## config.mk

```make
export PLATFORM = sky130hd
export DESIGN_NAME = alarm_blink_decoder_flat
export DESIGN_NICKNAME = d
export VERILOG_FILES = /design/src/rtl/alarm_blink_decoder_if.sv /design/src/rtl/alarm_blink_decoder.sv /design/src/flat_wrapper.sv
export SDC_FILE = /design/constraint.sdc
export NUM_CORES = 1
export LEC_CHECK = 0
export BUFFER_PORTS_ARGS = -buffer_cell sky130_fd_sc_hd__buf_4
export CAP_MARGIN = 20
export CORE_MARGIN = 3
export CORE_UTILIZATION = 35
export DETAILED_ROUTE_END_ITERATION = 8
export PLACE_DENSITY = 0.59
export SKIP_LAST_GASP = 1
export SLEW_MARGIN = 25
export SYNTH_ARGS = -nofsm -noshare
export SYNTH_HDL_FRONTEND = slang
export SYNTH_SLANG_ARGS = --single-unit
```

## constraint.sdc

```tcl
create_clock -name CLK -period 5.3 [get_ports CLK]
set_clock_uncertainty 0.05 [all_clocks]
set_input_delay 0.265 -clock CLK [delete_from_list [all_inputs] [get_ports CLK]]
set_output_delay 0.265 -clock CLK [all_outputs]
set_load 0.02 [all_outputs]
```

## src/rtl/alarm_blink_decoder_if.sv

```systemverilog
// rtl/alarm_blink_decoder_if.sv - blink-line and recovered-alarm signal bundle
// Purpose: groups the blink input and the decoded status outputs of one LED line.
// Signals:
//   L          blink line driven toward the decoder (asynchronous to CLK)
//   A          recovered alarm flag
//   steady_on  line held high past the idle timeout
//   err        one-cycle pulse on an out-of-window half-period
//   half_len   last measured half-period, saturating
// Modports: master drives L and observes status; slave is the decoder.
interface alarm_blink_decoder_if #(
   parameter int CNT_W = 4
);
   logic             L;
   logic             A;
   logic             steady_on;
   logic             err;
   logic [CNT_W-1:0] half_len;

   modport master (
      output L,
      input  A,
      input  steady_on,
      input  err,
      input  half_len
   );

   modport slave (
      input  L,
      output A,
      output steady_on,
      output err,
      output half_len
   );
endinterface

```

## src/rtl/alarm_blink_decoder.sv

```systemverilog
// rtl/alarm_blink_decoder.sv - recovers an alarm flag from one LED blink line
// Purpose: synchronizes the blink line, measures each half-period, qualifies it
//   against [MIN_HALF, MAX_HALF] and asserts A after CONFIRM consecutive good
//   edges. Flags a line stuck high and malformed half-periods.
// Ports:
//   CLK    in   clock, all state on rising edge
//   reset  in   synchronous, active-low
//   bus    slave modport: L in; A, steady_on, err, half_len out (all registered)
module alarm_blink_decoder #(
   parameter int MIN_HALF = 2,
   parameter int MAX_HALF = 8,
   parameter int CONFIRM  = 3,
   parameter int CNT_W    = 4
) (
   input  logic                  CLK,
   input  logic                  reset,
   alarm_blink_decoder_if.slave  bus
);
   localparam int GOOD_W = $clog2(CONFIRM + 1);

   localparam logic [CNT_W-1:0]  MIN_V  = CNT_W'(MIN_HALF);
   localparam logic [CNT_W-1:0]  MAX_V  = CNT_W'(MAX_HALF);
   localparam logic [CNT_W-1:0]  SAT_V  = CNT_W'(MAX_HALF + 1);
   localparam logic [CNT_W-1:0]  ONE_V  = CNT_W'(1);
   localparam logic [GOOD_W-1:0] LAST_G = GOOD_W'(CONFIRM - 1);

   typedef enum logic [1:0] {
      IDLE    = 2'd0,
      LOCKING = 2'd1,
      ALARM   = 2'd2,
      STUCK   = 2'd3
   } state_t;

   state_t              state;
   logic                s1, s2, s3;
   logic [CNT_W-1:0]    run_cnt;
   logic [GOOD_W-1:0]   good_cnt;

   logic edge_det;
   logic timeout;
   logic valid;

   // run_cnt is checked before it is updated, so a saturated count with no
   // edge this cycle is the idle/stuck timeout.
   assign edge_det = s2 ^ s3;
   assign timeout  = (run_cnt == SAT_V) && !edge_det;
   assign valid    = (run_cnt >= MIN_V) && (run_cnt <= MAX_V);

   always_ff @(posedge CLK) begin
      if (!reset) begin
         s1            <= 1'b0;
         s2            <= 1'b0;
         s3            <= 1'b0;
         run_cnt       <= ONE_V;
         good_cnt      <= '0;
         state         <= IDLE;
         bus.A         <= 1'b0;
         bus.steady_on <= 1'b0;
         bus.err       <= 1'b0;
         bus.half_len  <= '0;
      end else begin
         s1      <= bus.L;
         s2      <= s1;
         s3      <= s2;
         bus.err <= 1'b0;

         if (edge_det) begin
            run_cnt      <= ONE_V;
            bus.half_len <= run_cnt;
         end else if (run_cnt != SAT_V) begin
            run_cnt <= run_cnt + ONE_V;
         end

         case (state)
            IDLE: begin
               // The first edge only starts a measurement; it is never qualified.
               if (edge_det) begin
                  state    <= LOCKING;
                  good_cnt <= '0;
               end else if (timeout && s2) begin
                  state         <= STUCK;
                  bus.steady_on <= 1'b1;
               end
            end
            LOCKING: begin
               if (edge_det) begin
                  if (valid) begin
                     good_cnt <= good_cnt + GOOD_W'(1);
                     if (good_cnt == LAST_G) begin
                        state <= ALARM;
                        bus.A <= 1'b1;
                     end
                  end else begin
                     bus.err  <= 1'b1;
                     good_cnt <= '0;
                  end
               end else if (timeout) begin
                  good_cnt      <= '0;
                  state         <= s2 ? STUCK : IDLE;
                  bus.steady_on <= s2;
               end
            end
            ALARM: begin
               if (edge_det) begin
                  if (!valid) begin
                     bus.err  <= 1'b1;
                     good_cnt <= '0;
                     state    <= LOCKING;
                     bus.A    <= 1'b0;
                  end
               end else if (timeout) begin
                  good_cnt      <= '0;
                  state         <= s2 ? STUCK : IDLE;
                  bus.A         <= 1'b0;
                  bus.steady_on <= s2;
               end
            end
            STUCK: begin
               // The stuck interval is not a half-period, so no err on release.
               if (edge_det) begin
                  state         <= LOCKING;
                  good_cnt      <= '0;
                  bus.steady_on <= 1'b0;
               end
            end
            default: begin
               state         <= IDLE;
               good_cnt      <= '0;
               bus.A         <= 1'b0;
               bus.steady_on <= 1'b0;
            end
         endcase
      end
   end
endmodule

```

## src/flat_wrapper.sv

```systemverilog
// flat-port wrapper written by rule: the top's interface ports become plain ports
module alarm_blink_decoder_flat 
#(
   parameter int MIN_HALF = 2,
   parameter int MAX_HALF = 8,
   parameter int CONFIRM  = 3,
   parameter int CNT_W    = 4
)
  (CLK, reset, bus_L, bus_A, bus_steady_on, bus_err, bus_half_len);
  alarm_blink_decoder_if #(.CNT_W(CNT_W)) bus_i ();
  input  logic CLK;
  input  logic reset;
  input wire logic [$bits(bus_i.L)-1:0] bus_L;
  output wire logic [$bits(bus_i.A)-1:0] bus_A;
  output wire logic [$bits(bus_i.steady_on)-1:0] bus_steady_on;
  output wire logic [$bits(bus_i.err)-1:0] bus_err;
  output wire logic [$bits(bus_i.half_len)-1:0] bus_half_len;
  assign bus_i.L = bus_L;
  assign bus_A = bus_i.A;
  assign bus_steady_on = bus_i.steady_on;
  assign bus_err = bus_i.err;
  assign bus_half_len = bus_i.half_len;
  alarm_blink_decoder #(.MIN_HALF(MIN_HALF), .MAX_HALF(MAX_HALF), .CONFIRM(CONFIRM), .CNT_W(CNT_W)) u_core (.CLK(CLK), .reset(reset), .bus(bus_i));
endmodule
```

==> results of run 1 <==
-- through the flow --
| step | area (sq um) | setup slack [ns] | hold slack, ns | utilization |
|---|---|---|---|---|
| floorplan | 1110 | 3.26 | 0.342 | - |
| global placement | 1200 | 3.07 | 0.368 | 0.418 |
| detailed placement | 1200 | 3.06 | 0.377 | 0.418 |
| CTS | 1230 | 3.02 | 0.118 | 0.426 |
| global route | 1230 | 2.87 | 0.122 | 0.429 |
| finish | 1230 | 3.06 | 0.126 | 0.429 |
-- flip-flops by register name, indices dropped and copies added, names as in the netlist --
name and cells:
u_core.bus.A 1, u_core.bus.err 1, u_core.bus.half_len 4, u_core.bus.steady_on 1
u_core.good_cnt 2, u_core.run_cnt 4, u_core.s1 1, u_core.s2 1
u_core.s3 1, u_core.state 2
-- worst max path at each step --
| stage | from | to | slack [ns] | cells after the start |
|---|---|---|---|---|
| 2_1_floorplan | u_core.run_cnt[0]$_SDFFE_PP1P_ | u_core.state[0]$_SDFFE_PN0P_ | 3.26 | 7 |
| 3_3_place_gp | u_core.run_cnt[0]$_SDFFE_PP1P_ | u_core.state[0]$_SDFFE_PN0P_ | 3.07 | 7 |
| 3_5_place_dp | u_core.run_cnt[0]$_SDFFE_PP1P_ | u_core.state[0]$_SDFFE_PN0P_ | 3.06 | 7 |
| 4_1_cts | u_core.s2$_SDFF_PN0_ | u_core.good_cnt[1]$_SDFFE_PN0P_ | 3.02 | 4 |
| 5_1_grt | u_core.run_cnt[0]$_SDFFE_PP1P_ | u_core.state[1]$_SDFFE_PN0P_ | 2.87 | 7 |
| 6_report | u_core.run_cnt[0]$_SDFFE_PP1P_ | u_core.state[0]$_SDFFE_PN0P_ | 3.06 | 7 |
-- worst register-to-register path, stage by stage, from the launching register on --
cell and delay, ns:
dfxtp_1 0.47, inv_1 0.10, ha_1 0.20, or4_4 0.41, and2_4 0.19, a21o_1 0.18, a221oi_2 0.36, mux2i_1 0.22
-- layout make-up --
cell class,instances,share of cell area
Timing Repair Buffer,9,0.0548
Multi-Input combinational cell,97,0.571
Clock buffer,3,0.0183
Sequential cell,18,0.292
Tap cell,42,0.0426
Inverter,7,0.0213
-- cell usage after synthesis --
cell,number,share of area
nor3_1,1,0.0045
a21oi_1,7,0.032
o22a_1,1,0.0079
ha_1,10,0.11
o31ai_1,2,0.014
or4_1,1,0.0068
and4b_1,1,0.0091
a211oi_1,2,0.014
a2bb2oi_1,1,0.0079
nand2b_2,1,0.0079
or3_1,1,0.0057
mux2i_1,4,0.036
nor2b_1,5,0.028
xnor2_1,3,0.024
and2_4,1,0.0079
and3b_1,1,0.0079
nand3_1,3,0.014
a21o_1,1,0.0068
nand2b_1,3,0.017
and2_1,4,0.023
a21boi_0,3,0.020
a311oi_1,2,0.016
and3_1,1,0.0057
nand4b_1,1,0.0079
o21ai_0,6,0.027
clkbuf_1,6,0.020
inv_1,7,0.024
a2111oi_0,1,0.0079
nand2_1,11,0.037
xor2_1,1,0.0079
or4_4,1,0.010
a221oi_2,1,0.014
a2111o_1,1,0.010
nor2_1,9,0.031
a32o_1,1,0.0091
mux2_2,1,0.010
nand3b_1,1,0.0068
dfxtp_1,18,0.33
or4b_2,2,0.018
nand4_1,1,0.0057
-- report_power, final --
group	internal [uW]	switching (uW)
logic	75.2	84.1
registers	149	16.5
clock network	26.4	41.5
total	251	142
-- layout by cell type (no fill, tap or decap), types with 2 or more instances in the layout --
master and count:
a211oi_1 2, o31ai_1 2, o21ai_0 6, nand2b_1 3
ha_1 10, nor2_1 9, xnor2_1 2, dfxtp_1 18
a21oi_1 7, a21boi_0 3, inv_1 7, mux2i_1 4
and2_1 4, nand3_1 3, nor2b_1 5, buf_4 9
or4b_2 2, nand2_1 11, clkbuf_4 3, a311oi_1 2
-- layer usage --
metal | GRT usage | part of all wire | vias to the layer above
li1 | - | - | 466
met1 | 0.167 | 0.52 | 401
met2 | 0.177 | 0.43 | 16
met3 | 0.0288 | 0.032 | 4
met4 | 0.0497 | 0.018 | 0
met5 | 0 | 0 | -
-- cell families (layout without fill, tap and decap cells) --
logic type,Yosys count,in the layout,synth area share
simple gates,49,49,0.253
compound gates,29,29,0.186
flops,18,18,0.326
buf+inv,13,19,0.0441
fa+ha+maj,10,10,0.113
mux,5,5,0.0464
xor+xnor,4,4,0.0317
==> out/qor.yml, run 1 <==
hpwl_um: 1510
final-setup-viol-count: 0
cp.required_ns: 5.48
placedCellCount: 173
r2r-end: "u_core.state[0]$_SDFFE_PN0P_"
hold_path_end: "u_core.s1$_SDFF_PN0_"
grt_max_degree: 20
synth_cell_type_count: 40
ff_latch_area_sq_um: 360
grt_pass1_wl_um: 3830
via_per_inst: 5.04
synth-seq-area-share: 0.326
min_period_over_period: 0.423
gr-total-overflow: 0
vias: 887
synth-seq-cells: 18
rr_startpoint: "u_core.run_cnt[0]$_SDFFE_PP1P_"
area_growth_pct: 11.5
insertion_delay_ns: 0.29
port_buffers: 9
cap_violations: 0
start_kind: "flip-flop"
antenna_found_initial: 0
hp-class: "primary input to flip-flop"
track_usage: 0.120
p_total_uw: 393
holdBufCountCts: 0
fmax_ghz: 0.446
gp_congestion: 0.917
final-max-slew-violation-count: 0
tightest_slew_ns: 0.661
cp_slowest_stage_delay_ns: 0.47
cp-end-kind: "flip-flop"
crit_chain: "inv_1 > ha_1 > or4_4 > and2_4 > a21o_1 > a221oi_2 > mux2i_1"
final_cells: 176
diodes: 0
cp.arrival_ns: 2.42
path_clk_slew_ns: 0.10
synthesis.area_sq_mm: 0.00111
power_density_mw_per_mm2: 318
cpLargestDelayFamily: "simple AND/OR/NAND/NOR gates"
cp_max_fo: 6
drtIter0Drc: 18
setup_tns_ns: 0
die-area_sq_mm: 0.00387
firstDrtPassIters: 4
syn_nets: 141
clockRootBuffer: "clkbuf_4"
rows: 19
critPathBufInv: 1
ys_warn_count: 0
post-route-drc-count: 0
wl_per_cell_um: 12.3
ios: 10
crit_type: "flip-flop to flip-flop"
multi_input_area_sq_um: 704
clock_path_buffers: 2
rsz0062_at_grt: "no"
ctsResizeCount: 0
cts_sinks: 18
period_minus_slack_ns: 2.24
r2r_cells: 7
cts_buffers: 3
ant_nets: 0
grt_pass1_vias: 833
hold_start: "bus_L"
layout-drive-gt1-share: 0.149
die_x_um: 62.2
cp_slowest_cell: "dfxtp_1"
num-fill-cells: 298
start_util: 0.385
core_area_sq_mm: 0.00288
status: "complete, no violations"
finalHoldViolations: 0
slew_headroom: 0.557
peakVddDrop_v: 0.000144
ctsHtreeMaxLevel: 1
synth.avg_cell_area_sq_um: 8.64
syn_inst: 128
reg2reg_setup_slack_ns: 3.06
die_h_um: 62.2
holdPathStages: 2
cts_tree: "done"
power_leakage_uw: 0.000493
postCtsSetupBuffers: 0
final_nets: 149
drt-total-wl_um: 2170
(Power assumes the default switching activity.)
==> inputs of run 2 (changes only) <==
Settings changed: PLACE_DENSITY 0.59 to 0.61.
Clock period 5.3 ns to 1.9 ns, I/O delays scaled along.
==> out/qor.yml, run 2 (same netlist as run 1, synthesis figures left out) <==
final-setup-viol-count: 2
postLayoutCellArea_sq_mm: 0.00141
vias: 959
num-fill-cells: 282
placedCellCount: 184
gr-total-overflow: 0
port_buffers: 9
power_density_mw_per_mm2: 856
reg2reg_setup_slack_ns: -0.07
ctsHtreeMaxLevel: 1
period_minus_slack_ns: 1.97
die_x_um: 62.2
die-area_sq_mm: 0.00387
final_cells: 194
die_h_um: 62.2
clkPwrFrac: 0.197
via_per_inst: 4.94
place_area_sq_mm: 0.00129
core_area_sq_mm: 0.00288
r2r_cells: 7
start_kind: "flip-flop"
grt_pass1_wl_um: 3800
layout.cells.most_common: "buf_4"
r2r-end: "u_core.state[1]$_SDFFE_PN0P_"
setup_ws_ns: -0.0698
diodes: 0
slew_headroom: 0.686
tightest_slew_ns: 0.459
grt_max_degree: 20
hold_start: "reset"
wl_per_cell_um: 12.2
final-max-slew-violation-count: 0
grt_pass1_vias: 857
violations: "negative setup slack"
rsz0062_at_grt: "yes"
switchingPower_uw: 421
status: "finished with violations"
drtIter0Drc: 19
cp-end-kind: "flip-flop"
insertion_delay_ns: 0.30
peakVddDrop_v: 0.000404
drt-total-wl_um: 2360
cp_max_fo: 4
gp_congestion: 0.870
holdPathStages: 2
mostFrequentLayoutCells: "buf_4 (25), dfxtp_1 (15), nand2_1 (11)"
finalHoldViolations: 0
cts_sinks: 18
internal_power_uw: 788
pwr-share-seq: 0.372
hold_path_end: "u_core.run_cnt[0]$_SDFFE_PP1P_"
post-route-drc-count: 0
layout-drive-gt1-share: 0.296
clock_path_buffers: 2
reg_top3: "u_core.bus.half_len (4), u_core.run_cnt (4)"
swShare: 0.348
antenna_found_initial: 0
min_period_over_period: 1.04
comb_power_share: 0.431
start_util: 0.385
ant_nets: 0
holdWs_ns: 0.0214
hpwl_um: 1730
area_growth_pct: 27.7
final_nets: 166
fmax_ghz: 0.508
setup_tns_ns: -0.138
crit_type: "flip-flop to flip-flop"
cp.arrival_ns: 2.15
path_clk_slew_ns: 0.11
cts_tree: "done"
power_leakage_uw: 0.000578
cts_buffers: 3
cap_violations: 0
firstDrtPassIters: 4
cp.required_ns: 2.08
clockRootBuffer: "clkbuf_4"
rr_startpoint: "u_core.run_cnt[0]$_SDFFE_PP1P_"
hp-class: "primary input to flip-flop"
ios: 10
rows: 19
track_usage: 0.119
[run 2: power by group through the flow]
stage,clock network [uW],registers (uW),logic [uW]
floorplan,0,476,334
global placement,0,450,486
detailed placement,0,452,497
CTS,246,444,505
global route,266,454,577
finish,238,450,522
[run 2: worst max path at each step]
stage	to	cells after the start	startpoint
finish	u_core.state[1]$_SDFFE_PN0P_	7	u_core.run_cnt[0]$_SDFFE_PP1P_
global route	u_core.state[0]$_SDFFE_PN0P_	7	u_core.run_cnt[0]$_SDFFE_PP1P_
CTS	u_core.state[0]$_SDFFE_PN0P_	7	u_core.run_cnt[0]$_SDFFE_PP1P_
detailed placement	u_core.state[1]$_SDFFE_PN0P_	7	u_core.run_cnt[0]$_SDFFE_PP1P_
global placement	u_core.state[1]$_SDFFE_PN0P_	7	u_core.run_cnt[0]$_SDFFE_PP1P_
floorplan	u_core.state[0]$_SDFFE_PN0P_	7	u_core.run_cnt[0]$_SDFFE_PP1P_
[run 2: repair_timing]
action                                  4_1_cts  5_1_grt
endpoints found under the setup margin        3        6
hold buffers                                  1        0
endpoints found under the hold margin         1        0
resized for setup                             0       11
gates cloned                                  0        0
pin swaps                                     1        7
setup buffers                                 1        4
[run 2: final cells by class]
cell class                      instances  area (sq um)  area share
Multi-Input combinational cell         97           731       0.517
Tap cell                               42          52.6      0.0372
Timing Repair Buffer                   26           198       0.140
Inverter                                7          26.3      0.0186
Clock buffer                            4          36.3      0.0257
Sequential cell                        18           369       0.261
[run 2: critical path, cell delays in order, from the launching register on]
cell and delay (ns):
dfxtp_4 0.37, inv_2 0.04, ha_2 0.16, or4_4 0.41, and2_4 0.17, a21o_1 0.16
a221oi_2 0.33, mux2i_1 0.21
[run 2: metrics by stage]
stage,util,total power (uW),setup slack (ns)
floorplan,-,810,-0.0385
global placement,0.449,936,-0.0434
detailed placement,0.449,950,-0.0930
CTS,0.468,1190,-0.100
global route,0.491,1300,-0.140
finish,0.491,1210,-0.0698
[run 2: routing by layer]
metal	share of wire	vias up	track usage
met3	0.041	2	0.0342
met1	0.47	438	0.146
li1	-	500	-
met4	0.0085	0	0.0331
met5	0	-	0
met2	0.48	19	0.203
==> inputs of run 3 (changes only) <==
==> constraint.sdc (replaced) <==
create_clock -name CLK -period 1.9 [get_ports CLK]
set_clock_uncertainty 0.05 [all_clocks]
set_input_delay 0.285 -clock CLK [delete_from_list [all_inputs] [get_ports CLK]]
set_output_delay 0.285 -clock CLK [all_outputs]
set_load 0.02 [all_outputs]
==> out/qor.yml, run 3 (same netlist as run 1, synthesis figures left out) <==
gr-total-overflow: 0
internal_power_uw: 787
fmax_ghz: 0.507
crit_chain: "inv_2 > ha_2 > or4_4 > and2_4 > a21o_1 > a221oi_2 > mux2i_1"
drt-total-wl_um: 2360
final-setup-viol-count: 2
die_x_um: 62.2
cp_max_fo: 4
place_area_sq_mm: 0.00129
via_per_inst: 4.95
setup_tns_ns: -0.141
comb_power_share: 0.431
ctsHtreeMaxLevel: 1
track_usage: 0.118
path_depth: 7
wl_per_cell_um: 12.2
clock_path_buffers: 2
holdBufCountCts: 0
mostFrequentLayoutCells: "buf_4 (25), dfxtp_1 (15), nand2_1 (11)"
hp-class: "primary input to flip-flop"
crit_type: "flip-flop to flip-flop"
cap_violations: 0
slew_headroom: 0.686
vias: 955
postLayoutCellArea_sq_mm: 0.00140
firstDrtPassIters: 4
rows: 19
setup_ws_ns: -0.0712
violations: "negative setup slack"
final_nets: 165
diodes: 0
power_leakage_uw: 0.000574
hpwl_um: 1730
tightest_slew_ns: 0.459
final-max-slew-violation-count: 0
finalHoldViolations: 0
clkPwrFrac: 0.197
insertion_delay_ns: 0.30
area_growth_pct: 26.8
switchingPower_uw: 421
min_period_over_period: 1.04
cpLargestDelayFamily: "simple AND/OR/NAND/NOR gates"
grt_max_degree: 20
clockRootBuffer: "clkbuf_4"
cp_slowest_stage_delay_ns: 0.41
start_kind: "flip-flop"
port_buffers: 9
cts_sinks: 18
start_util: 0.385
die-area_sq_mm: 0.00387
core_area_sq_mm: 0.00288
cts_buffers: 3
period_minus_slack_ns: 1.97
antenna_found_initial: 0
pwr-share-seq: 0.372
cp-end-kind: "flip-flop"
cp.required_ns: 2.09
layout.cells.most_common: "buf_4"
cts_tree: "done"
post-route-drc-count: 0
peakVddDrop_v: 0.000404
die_h_um: 62.2
gp_congestion: 0.870
grt_pass1_wl_um: 3770
layout-drive-gt1-share: 0.298
swShare: 0.349
r2r_cells: 7
grt_pass1_vias: 845
power_density_mw_per_mm2: 861
drtIter0Drc: 23
rsz0062_at_grt: "yes"
ios: 10
ant_nets: 0
cp.arrival_ns: 2.16
reg_top3: "u_core.bus.half_len (4), u_core.run_cnt (4)"
path_clk_slew_ns: 0.11
holdPathStages: 2
status: "finished with violations"
cp_slowest_cell: "or4_4"
critPathBufInv: 1
==> run 3: area by class of cell <==
cell class,count,area (sq um)
Sequential cell,18,369
Clock buffer,4,36.3
Tap cell,42,52.6
Multi-Input combinational cell,97,731
Fill cell,283,1470
Timing Repair Buffer,25,188
Inverter,7,26.3
==> run 3: per-layer routing <==
metal  vias to the layer above  share of wire  wire length (um)  GRT usage
met1                       436           0.47              1110      0.146
li1                        498              -                 -          -
met3                         2          0.041                97     0.0342
met4                         0         0.0085                20     0.0331
met2                        19           0.48              1130      0.200
met5                         -              0                 0          0
==> run 3: worst register-to-register path: stages (launching register included) <==
cell and delay [ns]:
dfxtp_4 0.37, inv_2 0.04, ha_2 0.16, or4_4 0.41
and2_4 0.17, a21o_1 0.16, a221oi_2 0.33, mux2i_1 0.22
==> run 3: power groups by stage <==
stage                     Clock, uW  Combinational (uW)  Sequential (uW)
after floorplan                   0                 334              476
after global placement            0                 486              450
after detailed placement          0                 497              452
after CTS                       246                 503              444
after global routing            266                 575              454
final                           238                 520              450
==> run 3: worst paths after layout <==
path                                                startpoint                      endpoint  slack, ns
worst max-delay path            u_core.run_cnt[0]$_SDFFE_PP1P_  u_core.state[0]$_SDFFE_PN0P_      -0.07
worst max register to register  u_core.run_cnt[0]$_SDFFE_PP1P_  u_core.state[0]$_SDFFE_PN0P_      -0.07
worst min-delay path                                     bus_L          u_core.s1$_SDFF_PN0_       0.15
worst min register to register            u_core.s1$_SDFF_PN0_          u_core.s2$_SDFF_PN0_       0.40
==> run 3: timing repair <==
action / CTS / global route
pin swaps: 1 / 7
hold endpoints to repair: 0 / 0
setup endpoints to repair: 3 / 6
gates cloned: 0 / 0
gates resized for setup: 0 / 11
buffers inserted: 1 / 4
==> run 3: per-stage QoR <==
step | worst slack [ns] | util | hold slack [ns] | total power, uW | instances
finish | -0.0712 | 0.488 | 0.146 | 1210 | 193
detailed placement | -0.0930 | 0.449 | 0.374 | 950 | 184
global placement | -0.0434 | 0.449 | 0.365 | 936 | 184
global route | -0.140 | 0.488 | 0.134 | 1300 | 193
CTS | -0.100 | 0.465 | 0.142 | 1190 | 189
floorplan | -0.0385 | - | 0.362 | 810 | 128
